[src/rtl/ysyx_24080014_fetch_ctrl_pkg.sv]
// Shared definitions for the instruction-fetch sequencer: FSM encodings,
// bus response codes and the default reset vector.
package ysyx_24080014_fetch_ctrl_pkg;

    typedef enum logic [2:0] {
        S_IDLE  = 3'd0,
        S_AR    = 3'd1,
        S_R     = 3'd2,
        S_ISSUE = 3'd3,
        S_EXEC  = 3'd4
    } state_e;

    localparam logic [1:0]  RESP_OKAY        = 2'b00;
    localparam logic [31:0] DEFAULT_RESET_PC = 32'h8000_0000;

    // Redirect targets are forced onto a word boundary.
    function automatic logic [31:0] word_align(input logic [31:0] addr);
        return addr & 32'hFFFF_FFFC;
    endfunction

endpackage

[src/rtl/ysyx_24080014_fetch_ctrl.sv]
// Multi-cycle fetch sequencer: one imem read per instruction, hands the word
// to decode, waits for writeback, then advances the PC and pulses commit.
module ysyx_24080014_fetch_ctrl
    import ysyx_24080014_fetch_ctrl_pkg::*;
#(
    parameter logic [31:0] RESET_PC = DEFAULT_RESET_PC,
    parameter int          TIMEOUT  = 1024,
    parameter int          TO_W     = 11
) (
    input  logic        clk,
    input  logic        rst,
    input  logic [31:0] pc_i,
    output logic        pc_we,
    output logic [31:0] next_pc_o,
    output logic        commit_o,
    output logic        imem_arvalid,
    input  logic        imem_arready,
    output logic [31:0] imem_araddr,
    input  logic        imem_rvalid,
    output logic        imem_rready,
    input  logic [31:0] imem_rdata,
    input  logic [1:0]  imem_rresp,
    output logic        inst_valid,
    input  logic        inst_ready,
    output logic [31:0] inst_o,
    output logic [31:0] inst_pc_o,
    output logic        inst_fault,
    input  logic        wb_done,
    input  logic        wb_redirect,
    input  logic [31:0] wb_target,
    output logic        timeout_o
);

    localparam logic [TO_W-1:0] TIMEOUT_CNT = TO_W'(TIMEOUT);

    state_e          state_q;
    logic            arvalid_q;
    logic            rready_q;
    logic            inst_valid_q;
    logic            fault_q;
    logic            first_q;
    logic [31:0]     inst_q;
    logic [31:0]     inst_pc_q;
    logic [TO_W-1:0] cnt_q;
    logic [TO_W-1:0] cnt_d;
    logic            commit;

    assign commit = (state_q == S_EXEC) && wb_done;

    // Bus-wait counter: runs through AR and R, saturates, zero elsewhere.
    always_comb begin
        cnt_d = '0;
        if (state_q == S_AR || (state_q == S_R && !imem_rvalid))
            cnt_d = (cnt_q == TIMEOUT_CNT) ? cnt_q : cnt_q + TO_W'(1);
    end

    always_ff @(posedge clk) begin
        if (!rst) begin
            state_q      <= S_IDLE;
            arvalid_q    <= 1'b0;
            rready_q     <= 1'b0;
            inst_valid_q <= 1'b0;
            fault_q      <= 1'b0;
            inst_q       <= '0;
            inst_pc_q    <= '0;
            cnt_q        <= '0;
            first_q      <= 1'b1;
        end else begin
            cnt_q <= cnt_d;
            unique case (state_q)
                S_IDLE: begin
                    state_q   <= S_AR;
                    arvalid_q <= 1'b1;
                end
                S_AR: begin
                    if (imem_arready) begin
                        state_q   <= S_R;
                        arvalid_q <= 1'b0;
                        rready_q  <= 1'b1;
                    end
                end
                S_R: begin
                    if (imem_rvalid) begin
                        state_q      <= S_ISSUE;
                        rready_q     <= 1'b0;
                        inst_valid_q <= 1'b1;
                        inst_q       <= imem_rdata;
                        inst_pc_q    <= pc_i;
                        fault_q      <= (imem_rresp != RESP_OKAY);
                    end
                end
                S_ISSUE: begin
                    if (inst_ready) begin
                        state_q      <= S_EXEC;
                        inst_valid_q <= 1'b0;
                    end
                end
                S_EXEC: begin
                    if (wb_done) begin
                        state_q   <= S_AR;
                        arvalid_q <= 1'b1;
                        first_q   <= 1'b0;
                        // The first retirement after reset must come from the reset vector.
                        if (first_q)
                            assert (inst_pc_q == RESET_PC);
                    end
                end
                default: begin
                    state_q      <= S_IDLE;
                    arvalid_q    <= 1'b0;
                    rready_q     <= 1'b0;
                    inst_valid_q <= 1'b0;
                end
            endcase
        end
    end

    assign imem_arvalid = arvalid_q;
    assign imem_araddr  = pc_i;
    assign imem_rready  = rready_q;
    assign inst_valid   = inst_valid_q;
    assign inst_o       = inst_q;
    assign inst_pc_o    = inst_pc_q;
    assign inst_fault   = fault_q;
    assign timeout_o    = (cnt_q == TIMEOUT_CNT);
    assign pc_we        = commit;
    assign commit_o     = commit;
    assign next_pc_o    = (commit && wb_redirect) ? word_align(wb_target) : pc_i + 32'd4;

endmodule

[config.mk]
export PLATFORM = sky130hd
export DESIGN_NAME = ysyx_24080014_fetch_ctrl
export DESIGN_NICKNAME = d
export VERILOG_FILES = /design/src/rtl/ysyx_24080014_fetch_ctrl_pkg.sv /design/src/rtl/ysyx_24080014_fetch_ctrl.sv
export SDC_FILE = /design/constraint.sdc
export NUM_CORES = 1
export LEC_CHECK = 0
export BUFFER_PORTS_ARGS = -buffer_cell sky130_fd_sc_hd__clkbuf_2
export CAP_MARGIN = 40
export CORE_MARGIN = 4
export CORE_UTILIZATION = 49
export CTS_BUF_LIST = sky130_fd_sc_hd__clkbuf_8
export DETAILED_ROUTE_END_ITERATION = 12
export HOLD_SLACK_MARGIN = 0.08
export PLACE_DENSITY = 0.89
export SETUP_SLACK_MARGIN = 0.3
export SYNTH_ARGS = -nofsm -noshare
export SYNTH_HDL_FRONTEND = slang
export SYNTH_SLANG_ARGS = --single-unit
[constraint.sdc]
create_clock -name clk -period 4.2 [get_ports clk]
set_input_delay 0.63 -clock clk [delete_from_list [all_inputs] [get_ports clk]]
set_output_delay 0.63 -clock clk [all_outputs]
set_load 0.02 [all_outputs]
==> impl_metrics.yaml <==
hold_path:
  holdPathEnd: "inst_pc_o[16]"
  hold_depth: 2
  hold_class: "reg2reg"
  min-delay-start: "inst_pc_o[16]"
logic_synthesis:
  syn_inst: 573
  synth_edf_count: 0
  synth_most_common_cell: "nand2_1"
  synth_top_area_frac: 0.3884
  synthFlopType: "dfxtp_1"
  async_flop_share: 0
  synth_top_area_cell: "dfxtp_1"
  syn_nets: 681
  synth.ff_latch_count: 82
  seq_area_frac_synth: 0.3884
  synth.distinct_cells: 42
  ys_top_cells_by_count: "nand2_1, a21oi_1, dfxtp_1"
  postSynthAreaPerCell_um2: 7.376
  netlist_area_um2: 4227
  synthTopCellsByArea: "dfxtp_1, nand2_1, a21oi_1"
  yosys_warnings: 0
clocking:
  cts_buffers: 9
  post_cts_buffers: 0
  path_clk_slew_ns: 0.08
  cts.root.buffer_cell: "clkbuf_8"
  htree_levels: 3
  cts.sinks: 82
  cts_buffer_depth: 2
  post_cts_resized: 0
  hold_buffers: 0
  cts_tree: "built"
  clkLatencyLatePin_ns: 0.35
sta:
  post-route-period-util: 0.7627
  hold_viol_final: 0
  slew_headroom: 0.5409
  drv_slew: 0
  fin_worst_skew_ns: 0.01203
  rsz0062_at_grt: "false"
  timing.hold.ws_ns: 0.4576
  finalSetupTns_ns: 0
  post-route-min-period_ns: 3.203
  fmax_ghz: 0.3122
  setup_viol: 0
  tightestPinTransition_ns: 0.6857
worst_setup_path:
  crit_type: "in2out"
  cp.arrival_ns: 2.57
  start_kind: "input pin"
  ff2ff_setup_slack_ns: 2.11
  reg2reg_to: "inst_fault"
  critPathRequiredTime_ns: 3.57
  cp_max_fo: 9
  reg2reg_depth: 5
  end_kind: "output port"
  rr_startpoint: "state_q[1]"
final_layout:
  fin_area_um2: 5410
  diodes: 0
  area_growth_pct: 28.00
  fin_nets: 866
  final_core_util: 0.6519
  drive_above_1_share: 0.3460
  fillers: 731
place:
  place.port_buffers: 237
  place_congestion: 0.8886
  placed_cell_area_um2: 5215
  hpwl_um: 10020
grt:
  overflow: 0
  antenna_found_initial: 0
  track_usage: 0.2521
  grt_max_degree: 62
  grt_pass1_vias: 4365
  grt_pass1_wl_um: 20790
power_and_ir_drop:
  p_leak_nw: 2.395
  total_power_mw: 1.723
  ir_drop_mv: 0.2222
  power_density_nw_per_um2: 318.5
floorplanning:
  core_um2: 8299
  die_area_um2: 10180
  rows: 33
  initial_core_util: 0.5093
  die_w_um: 100.9
  io_pins: 240
  fp.dieH_um: 100.9
detailed_routing:
  wl_per_cell_um: 15.41
  initialDrtViolationCount: 211
  drt_pre_antenna_iters: 5
  wirelength_um: 13370
  drc: 0
  ant_nets: 0
  vias: 4724
  viasPerCell: 5.442
run:
  maxCapViolations: 0
status:
  status: "completed"
how the worst max path moves through the flow:
stage	cells after the start	startpoint	to	slack, ns
after floorplan	6	pc_i[2]	next_pc_o[26]	1.45
after CTS	7	pc_i[2]	next_pc_o[26]	1.03
final	7	pc_i[2]	next_pc_o[26]	1.0
after global routing	7	pc_i[2]	next_pc_o[20]	0.89
after detailed placement	6	pc_i[4]	next_pc_o[26]	1.05
after global placement	7	pc_i[2]	next_pc_o[20]	1.10
kinds of logic after synthesis:
kind of cell / Yosys count / share of synthesized area
buf+inv: 79 / 0.1039
fa+ha+maj: 3 / 0.008882
mux: 2 / 0.005032
compound gates: 125 / 0.1649
flops: 82 / 0.3884
xor+xnor: 23 / 0.04766
simple gates: 259 / 0.2812
routing by layer:
metal | part of all wire | wire [µm] | vias up | global-route usage
met5 | 0 | 0 | - | 0
met3 | 0.087 | 1157 | 24 | 0.06505
li1 | - | - | 2309 | -
met2 | 0.50 | 6744 | 203 | 0.4294
met1 | 0.39 | 5210 | 2188 | 0.3071
met4 | 0.019 | 259 | 0 | 0.08808
power breakdown:
part	internal [mW]	switching [mW]
Combinational	0.122	0.221
Clock	0.231	0.323
Sequential	0.804	0.0221
cells in the final DEF (no fill, tap or decap), types with 5 or more instances in the layout:
| cell | count |
|---|---|
| clkbuf_8 | 9 |
| clkbuf_2 | 237 |
| nor2_1 | 41 |
| o21ai_0 | 5 |
| nand4_1 | 11 |
| o31ai_1 | 11 |
| a21oi_1 | 87 |
| xor2_1 | 19 |
| nor3_1 | 5 |
| and3_1 | 8 |
| and4_1 | 7 |
| dfxtp_1 | 82 |
| nand3_1 | 14 |
| or4_1 | 11 |
| nand2_1 | 144 |
| inv_1 | 9 |
| a31oi_1 | 14 |
final cells by class:
| type | instances | area, µm² | area share |
|---|---|---|---|
| inverters | 11 | 41.29 | 0.007632 |
| multi-input cells | 412 | 2152 | 0.3978 |
| repair buffers | 242 | 1249 | 0.2308 |
| clock inverters | 7 | 71.32 | 0.01318 |
| well taps | 105 | 131.4 | 0.02428 |
| clock buffers | 9 | 123.9 | 0.02290 |
| flip-flops and latches | 82 | 1642 | 0.3034 |
state kept, by name, summed over array words and instances (netlist names):
register / cells
cnt_q: 11
inst_fault: 1
imem_arvalid: 1
imem_rready: 1
inst_valid: 1
inst_pc_o: 32
state_q: 3
inst_o: 32
metrics by stage:
stage	setup WS, ns	std cells
final	0.9965	868
after detailed placement	1.046	852
after floorplan	1.451	573
after CTS	1.026	868
after global routing	0.8874	868
after global placement	1.104	850
worst max-delay path, cell delays in order:
cell,delay [ns]
clkbuf_2,0.19
ha_1,0.26
and3_1,0.30
nand2_1,0.25
or4_1,0.48
a31oi_1,0.24
clkbuf_2,0.21
(Power assumes the default switching activity.)
